**config.mk**
```make
export PLATFORM = sky130hd
export DESIGN_NAME = cpu_clk_ctrl
export DESIGN_NICKNAME = d
export VERILOG_FILES = /design/src/rtl/cpu_clk_pkg.sv /design/src/rtl/sync_edge.sv /design/src/rtl/cpu_clk_ctrl.sv
export SDC_FILE = /design/constraint.sdc
export NUM_CORES = 1
export LEC_CHECK = 0
export BUFFER_PORTS_ARGS = -buffer_cell sky130_fd_sc_hd__buf_2
export CORE_UTILIZATION = 45
export CTS_BUF_LIST = sky130_fd_sc_hd__clkbuf_8 sky130_fd_sc_hd__clkbuf_16
export DETAILED_ROUTE_END_ITERATION = 8
export PLACE_DENSITY = 0.78
export SLEW_MARGIN = 20
export SYNTH_ARGS = -nofsm -noshare
export SYNTH_HDL_FRONTEND = slang
export SYNTH_SLANG_ARGS = --single-unit
```
**constraint.sdc**
```tcl
create_clock -name clk -period 2.51 [get_ports clk]
set_clock_uncertainty 0.15 [all_clocks]
set_input_delay 0.251 -clock clk [delete_from_list [all_inputs] [get_ports clk]]
set_output_delay 0.251 -clock clk [all_outputs]
set_load 0.05 [all_outputs]
```
**src/rtl/cpu_clk_pkg.sv**
```systemverilog
// Shared state encodings and default tick periods for the CPU clock controller.
// Constants only; no timing or flow-control behaviour of its own.
package cpu_clk_pkg;

    typedef enum logic [1:0] {
        ST_IDLE = 2'b00,
        ST_RUN  = 2'b01,
        ST_STEP = 2'b10,
        ST_STOP = 2'b11
    } state_t;

    localparam int unsigned FAST_DIV_DEF = 4;
    localparam int unsigned SLOW_DIV_DEF = 50_000_000;

endpackage

```
**src/rtl/sync_edge.sv**
```systemverilog
// Two-flop synchronizer for one asynchronous level, with an optional registered rising-edge pulse.
// Latency: sync 2 clk, rise 3 clk after the first sampling edge; no backpressure (free-running).
module sync_edge #(
    parameter bit EDGE_EN = 1'b0
) (
    input  logic clk,
    input  logic rst,
    input  logic level,
    output logic sync,
    output logic rise
);

    logic meta;

    always_ff @(posedge clk or negedge rst) begin
        if (!rst) begin
            meta <= 1'b0;
            sync <= 1'b0;
        end else begin
            meta <= level;
            sync <= meta;
        end
    end

    generate
        if (EDGE_EN) begin : g_edge
            logic       dly;
            logic [2:0] prime;

            // prime blocks the edge until dly holds a real post-reset sample,
            // so a level already high at reset release never looks like an edge
            always_ff @(posedge clk or negedge rst) begin
                if (!rst) begin
                    dly   <= 1'b0;
                    prime <= 3'b000;
                    rise  <= 1'b0;
                end else begin
                    dly   <= sync;
                    prime <= {prime[1:0], 1'b1};
                    rise  <= sync & ~dly & prime[2];
                end
            end
        end else begin : g_no_edge
            assign rise = 1'b0;
        end
    endgenerate

endmodule

```
**src/rtl/cpu_clk_ctrl.sv**
```systemverilog
// CPU tick generator: free-running divided ticks (fast/slow), single steps, halt with acknowledge.
// Latency: step edge to cpu_en 4 clk, run to first tick 6 clk; no backpressure, ticks are never stalled.
module cpu_clk_ctrl
    import cpu_clk_pkg::*;
#(
    parameter int unsigned FAST_DIV = FAST_DIV_DEF,
    parameter int unsigned SLOW_DIV = SLOW_DIV_DEF,
    parameter int unsigned CNT_W    = 32
) (
    input  logic             clk,
    input  logic             rst,
    input  logic             run,
    input  logic             slow,
    input  logic             step,
    input  logic             halt_req,
    input  logic             clr_cnt,
    output logic             cpu_en,
    output logic             halt_ack,
    output logic [1:0]       state,
    output logic [CNT_W-1:0] cycle_cnt
);

    localparam logic [CNT_W-1:0] FAST_LAST = CNT_W'(FAST_DIV - 1);
    localparam logic [CNT_W-1:0] SLOW_LAST = CNT_W'(SLOW_DIV - 1);

    // Asserts immediately, releases two clk edges after rst rises.
    logic [1:0] rst_pipe;
    logic       rst_sync;

    always_ff @(posedge clk or negedge rst) begin
        if (!rst) begin
            rst_pipe <= 2'b00;
        end else begin
            rst_pipe <= {rst_pipe[0], 1'b1};
        end
    end

    assign rst_sync = rst_pipe[1];

    logic run_s, slow_s, step_s, halt_s;
    logic run_rise, slow_rise, step_rise, halt_rise;
    logic unused_rise;

    sync_edge #(.EDGE_EN(1'b0)) u_run  (.clk(clk), .rst(rst_sync), .level(run),      .sync(run_s),  .rise(run_rise));
    sync_edge #(.EDGE_EN(1'b0)) u_slow (.clk(clk), .rst(rst_sync), .level(slow),     .sync(slow_s), .rise(slow_rise));
    sync_edge #(.EDGE_EN(1'b1)) u_step (.clk(clk), .rst(rst_sync), .level(step),     .sync(step_s), .rise(step_rise));
    sync_edge #(.EDGE_EN(1'b0)) u_halt (.clk(clk), .rst(rst_sync), .level(halt_req), .sync(halt_s), .rise(halt_rise));

    assign unused_rise = run_rise | slow_rise | halt_rise | step_s;

    state_t           state_q, state_nxt;
    logic [CNT_W-1:0] div_q, div_nxt;
    logic             slow_sel_q, slow_sel_nxt;
    logic             en_nxt;
    logic [CNT_W-1:0] last_cur, last_nxt;

    assign last_cur = slow_sel_q   ? SLOW_LAST : FAST_LAST;
    assign last_nxt = slow_sel_nxt ? SLOW_LAST : FAST_LAST;

    always_comb begin
        state_nxt    = state_q;
        div_nxt      = '0;
        slow_sel_nxt = slow_sel_q;
        en_nxt       = 1'b0;
        case (state_q)
            ST_IDLE: begin
                if (!halt_s) begin
                    if (run_s) begin
                        state_nxt    = ST_RUN;
                        slow_sel_nxt = slow_s;
                    end else if (step_rise) begin
                        state_nxt = ST_STEP;
                    end
                end
            end
            ST_RUN: begin
                if (halt_s || !run_s) begin
                    state_nxt = ST_STOP;
                end else if (div_q == last_cur) begin
                    // period changes only at a wrap so no tick is shortened or doubled
                    slow_sel_nxt = slow_s;
                end else begin
                    div_nxt = div_q + CNT_W'(1);
                end
            end
            ST_STEP: state_nxt = ST_IDLE;
            ST_STOP: state_nxt = ST_IDLE;
            default: state_nxt = ST_IDLE;
        endcase
        // cpu_en is registered, so it is computed for the cycle being entered
        en_nxt = (state_nxt == ST_STEP) ||
                 ((state_nxt == ST_RUN) && (div_nxt == last_nxt));
    end

    always_ff @(posedge clk or negedge rst_sync) begin
        if (!rst_sync) begin
            state_q    <= ST_IDLE;
            div_q      <= '0;
            slow_sel_q <= 1'b0;
            cpu_en     <= 1'b0;
            halt_ack   <= 1'b0;
        end else begin
            state_q    <= state_nxt;
            div_q      <= div_nxt;
            slow_sel_q <= slow_sel_nxt;
            cpu_en     <= en_nxt;
            halt_ack   <= (state_nxt == ST_STOP);
        end
    end

    always_ff @(posedge clk or negedge rst_sync) begin
        if (!rst_sync) begin
            cycle_cnt <= '0;
        end else if (clr_cnt) begin
            cycle_cnt <= '0;
        end else if (cpu_en) begin
            cycle_cnt <= cycle_cnt + CNT_W'(1);
        end
    end

    assign state = state_q;

endmodule
```
# ---- Yosys cells after proc, flatten, opt, wreduce, memory -nomap -nowiden
# Index checks and enable logic that the tools add are counted.
dict set report totals {
  regBits 84
  output_inout_bits 36
}
dict set report op_classes {
  addsub 2
  n_eq_ne 8
  muxes 17
  bitwise_logic 3
  n_reduce_logical 7
}
# op count
set ops {}
lappend ops {{2-to-1 mux 32 bit} 5}
lappend ops {{adder 32 x 1 -> 32 bit, second input constant} 2}
lappend ops {{equality test 32 x 26 -> 1 bit} 2}
lappend ops {{2-to-1 mux 26 bit} 2}
lappend ops {{equality test 2 bit, second input constant} 4}
lappend ops {{2-to-1 mux 2 bit} 4}
lappend ops {{case mux 2 bit (3 select lines)} 1}
lappend ops {{equality test 2 x 1 -> 1 bit, second input constant} 2}
lappend ops {{2-to-1 mux 1 bit} 4}
lappend ops {{AND 1 bit} 2}
lappend ops {{logical NOT 2 bit} 1}
lappend ops {{logical OR 1 bit} 2}
lappend ops {{case mux 1 bit (2 select lines)} 1}
lappend ops {{nonzero test 2 bit} 1}
lappend ops {{OR reduction 2 bit} 1}
lappend ops {{logical AND 1 bit} 1}
lappend ops {{logical NOT 1 bit} 1}
lappend ops {{inverter 1 bit} 1}

# ---- Longest topological paths before layout
dict set report logic_depth {
  ltp_word 9
  depth_mapped 10
  ltp_nobuf 9
}

# ---- Modules after synthesis
# A second synthesis with hierarchy kept.
dict set report unflattened {
  cells_unflattened 441
  hier_area_um2 4250.3
}
# module instances cells_per_inst area_each_um2
set by_module_without_submodules {}
lappend by_module_without_submodules {cpu_clk_ctrl 1 420 3878.7}
lappend by_module_without_submodules {{sync_edge (u_step)} 1 9 187.7}
lappend by_module_without_submodules {{sync_edge (u_halt ...)} 3 4 61.3}

# ---- Worst setup path before layout
# No wires, ideal clock.
dict set report synth_path {
  path_kind {reg-to-reg}
  start {register cycle_cnt[0]}
  end {register cycle_cnt[26]}
  arrival_time_ps 2322
  t_required_ps 2228
  path_slack_ps -94
  path_stages_with_launch 11
  synth_period_minus_slack_ps 2604
  path_cell_list {dfrtp_1 -> ha_1 -> nand3_1 -> or2_2 -> clkbuf_1 -> nor2_1 -> and3_1 -> and3_1 -> nand3_1 -> xor2_1 -> nor2_1}
}
dict set report synth_between {
  elab_chain_len 3
}
# item line
set synth_rtl {}
lappend synth_rtl {{start: declaration} cpu_clk_ctrl.sv:20} ;# output logic [CNT_W-1:0] cycle_cnt
lappend synth_rtl {{start signal: assignment} cpu_clk_ctrl.sv:117} ;# cycle_cnt <= cycle_cnt + CNT_W'(1);
lappend synth_rtl {{adder 32 x 1 -> 32 bit} cpu_clk_ctrl.sv:117}
lappend synth_rtl {{2-to-1 mux 32 bit} cpu_clk_ctrl.sv:116} ;# end else if (cpu_en) begin
lappend synth_rtl {{2-to-1 mux 32 bit} cpu_clk_ctrl.sv:114} ;# end else if (clr_cnt) begin
# Every way passes these cells. The select of a mux whose other input is x is not followed.
# A chain may end at the register's enable or synchronous reset.

# ---- Final worst setup path
dict set report layout_path {
  start {register div_q[20]}
  end {register cpu_en}
}
dict set report layout_between {
  elab_chain_len 8
  word_cells_on_any_way 12
}
# item line
set layout_rtl {}
lappend layout_rtl {{start: declaration} cpu_clk_ctrl.sv:52} ;# logic [CNT_W-1:0] div_q, div_nxt;
lappend layout_rtl {{start signal: assignment} cpu_clk_ctrl.sv:104} ;# div_q <= div_nxt;
lappend layout_rtl {{equality test 32 x 26 -> 1 bit} cpu_clk_ctrl.sv:79} ;# end else if (div_q == last_cur) begin
lappend layout_rtl {{2-to-1 mux 1 bit} cpu_clk_ctrl.sv:79}
lappend layout_rtl {{2-to-1 mux 1 bit} cpu_clk_ctrl.sv:77} ;# if (halt_s || !run_s) begin
lappend layout_rtl {{case mux 1 bit (2 select lines)} cpu_clk_ctrl.sv:65} ;# case (state_q)
lappend layout_rtl {{named net slow_sel_nxt} cpu_clk_ctrl.sv:53} ;# logic slow_sel_q, slow_sel_nxt;
lappend layout_rtl {{2-to-1 mux 26 bit} cpu_clk_ctrl.sv:58} ;# assign last_nxt = slow_sel_nxt ? SLOW_LAST : FAST_LAST;
lappend layout_rtl {{equality test 32 x 26 -> 1 bit} cpu_clk_ctrl.sv:92} ;# ((state_nxt == ST_RUN) && (div_nxt == last_nxt));
lappend layout_rtl {{logical AND 1 bit} cpu_clk_ctrl.sv:92}
lappend layout_rtl {{logical OR 1 bit} cpu_clk_ctrl.sv:91} ;# en_nxt = (state_nxt == ST_STEP) ||
lappend layout_rtl {{named net en_nxt} cpu_clk_ctrl.sv:54} ;# logic en_nxt;
lappend layout_rtl {{end signal: assignment} cpu_clk_ctrl.sv:106} ;# cpu_en <= en_nxt;
lappend layout_rtl {{end: declaration} cpu_clk_ctrl.sv:17} ;# output logic cpu_en,
# The timed path passes the listed nets, and every way through them passes these cells.

==> summary.md <==
| Metric | Value |
|---|---|
| Initial core utilization | 0.468 |
| Synth cell types | 56 |
| Hold Violations, Final | 0 |
| Asr flop ratio synth | 1.00 |
| Total global-route track usage | 0.228 |
| Clock Latency Late Sink | 0.35 ns |
| Worst Path Arrival | 2.60 ns |
| DR pass1 iterations | 5 |
| Flops & latches, synth | 84 |
| Via density | 5.65 |
| Die Y | 100 um |
| Total power | a little over 3000 uW |
| Synth-to-Final Area Change | 28.0% |
| Synthesized area per cell | 9.55 um2 |
| DP Cell Count | about 660 |
| GP Congestion | 0.937 |
| DR vias | approximately 4000 |
| Remaining antenna violation count | 0 |
| Clock sinks | 84 |
| CTS tree | yes |
| Std-Cell Rows | 35 |
| Fin crit share | 0.978 |
| Synth top area cells | dfrtp_1 48%, xor2_1 6.9%, nor2_1 6.8% |
| Top FF cell, synth | dfrtp_1 |
| Layout cells sized above 1 | 0.302 |
| WS Path Type | reg -> reg |
| Filler cell count | around 770 |
| Crit end category | flip-flop |
| Die ar. | 0.0101 mm2 |
| Max_cap viols | 0 |
| Netlist area before placement | 0.00435 mm2 |
| Power Density | 543 mW/mm2 |
| Worst VDD drop | between 400 and 500 uV |
| Root Buffer | clkbuf_8 |
| Initial DRC count | roughly 260 |
| Worst endpoint required time | 2.66 ns |
| TritonCTS buffer count | 9 |
| Clock Path Buffers | 2 |
| Initial antenna violation count | 0 |
| F_max | just over 400 MHz |
| Post-synth EDFFs | 0 |
| Inserted Diodes | 0 |
| Nets@finish | ~570 |
| Slew Limit Fails | 0 |
| I/O pins | 43 |
| Largest net degree at the start of global routing | 54 |
| Non-filler cells, final | 691 |
| Vias in the first global route | 3702 |
| LEAKAGE | 0.00246 uW |
| Synth top cells by count | 84 x dfrtp_1, 79 x nor2_1, 34 x nand2_1, 34 x xor2_1, 24 x nand4_1 |
| RSZ-0062 raised after global routing | yes |
| Final WS setup | 0.0562 ns |
| Sequential fraction of the synthesis area | 0.484 |
| CP Max Fanout | 4 |
| Status | completed |
| Clock transition at path regs | around 0.09 ns |
| Synth Instances | 455 |
| Post-layout util | 0.599 |
| Die width | 100 um |
| Synth top area share | 0.484 |
| Grt ovf | 0 |
| Setup Viol. Count Final | 0 |
| Core area | 0.00928 mm2 |
| Setup_tns | 0 ns |
| DRC | 0 |
| Max_slew headroom | 0.530 |
| HPWL Detailed | 7880 um |
| Routed wire length per instance | 16.2 um |
| Dominant cell by count in the synthesized netlist | dfrtp_1 |
| Hold WC Path Type | in -> async |
| First-pass GRT wire length | 17800 um |
| H-tree depth | 3 |
| Synth area leader | dfrtp_1 |
| Routed WL | about 11000 um |
| Worst setup SP type | flip-flop |
| Syn. warnings | 0 |
| Worst slack, placed | -0.0371 ns |
| Tmin final | approximately 2.5 ns |
| Actual slew at the worst max-slew pin | ~0.71 ns |
| I/O Buffers | 42 |
flip-flops by register name, indices dropped and copies added (netlist names), 2 cells and up:
signal               cells
state                    2
cycle_cnt               32
u_step.g_edge.prime      3
rst_pipe                 2
div_q                   32
worst max-delay path: stages (launching register included):
cell and delay [ns]:
dfrtp_1 0.46, nand4_2 0.17, or3_4 0.41, a2111oi_4 0.32, buf_4 0.18, o21a_1 0.15
mux2i_2 0.26, o2111ai_2 0.13, nand2_1 0.09, a21o_1 0.11
cells in the final DEF (no fill, tap or decap), types with 6 or more instances in the layout:
| cell | instances |
|---|---|
| and3_1 | 15 |
| clkbuf_8 | 9 |
| nand3_1 | 20 |
| buf_4 | 62 |
| nand2_1 | 33 |
| nand2b_1 | 6 |
| or3_1 | 7 |
| dfrtp_2 | 16 |
| nand4_1 | 24 |
| a21oi_1 | 13 |
| nor2_1 | 78 |
| nor3_1 | 14 |
| inv_1 | 10 |
| xnor2_1 | 20 |
| dfrtp_1 | 67 |
| buf_2 | 42 |
| xor2_1 | 34 |
metrics by stage:
| step | hold WS, ns | instance area, um2 |
|---|---|---|
| 3_3_place_gp | -0.114 | 5040 |
| 2_1_floorplan | -0.195 | 4350 |
| 3_5_place_dp | -0.111 | 5040 |
| 4_1_cts | 0.0464 | 5340 |
| 5_1_grt | 0.0759 | 5560 |
| 6_report | 0.0697 | 5560 |
kinds of logic (layout without fill, tap and decap cells):
logic type	count (synthesis)	after routing	share of synthesized area
adders and majority gates	2	2	0.00576
muxes	7	7	0.0164
DFF	84	84	0.484
xor gates and xnor gates	54	54	0.109
AOI/OAI and AO/OA	41	41	0.0708
and+or+nand+nor	237	237	0.282
other	1	2	0.000863
buffers and inverters	29	135	0.0317
metal layers:
layer  GRT usage  vias up  share of wire
met1       0.301     1959           0.44
met5           0        -              0
met4      0.0836        0          0.017
li1            -     1794              -
met3      0.0404       16          0.047
met2       0.376      133           0.50
final timing paths:
check | start | endpoint | slack [ns] | cells after the start
max in group asynchronous | rst_pipe[1]$_DFF_PN0_ | div_q[6]$_DFF_PN0_ | 1.34 | 1
min in group clk | u_run.meta$_DFF_PN0_ | u_run.sync$_DFF_PN0_ | 0.20 | 0
setup reg to reg | div_q[20]$_DFF_PN0_ | cpu_en$_DFF_PN0_ | 0.06 | 9
setup / recovery | div_q[20]$_DFF_PN0_ | cpu_en$_DFF_PN0_ | 0.06 | 9
hold reg to reg | u_run.meta$_DFF_PN0_ | u_run.sync$_DFF_PN0_ | 0.20 | 0
hold / removal | rst | rst_pipe[1]$_DFF_PN0_ | 0.07 | 2
what timing repair did:
item,4_1_cts,5_1_grt
cloned,0,0
pin swaps,0,10
buffers inserted,0,10
hold buffers,5,0
resized for setup,3,42
endpoints found under the hold margin,6,0
endpoints found under the setup margin,1,2
area by class of cell:
type                    count  area, um2  area share
inverters                   8       30.0     0.00540
repair buffers            112        769       0.138
flip-flops and latches     84       2130       0.382
well taps                 129        161      0.0290
multi-input cells         343       2240       0.403
clock buffers               9        124      0.0223
clock inverters             6        106      0.0191
power breakdown:
part	total (uW)	internal, uW	switching (uW)	leakage [uW]
logic	436	155	281	0.00123
registers	1460	1400	57.8	0.00111
clock network	1130	651	477	0.000122
total	3020	2210	816	0.00246
(Power assumes the default switching activity.)
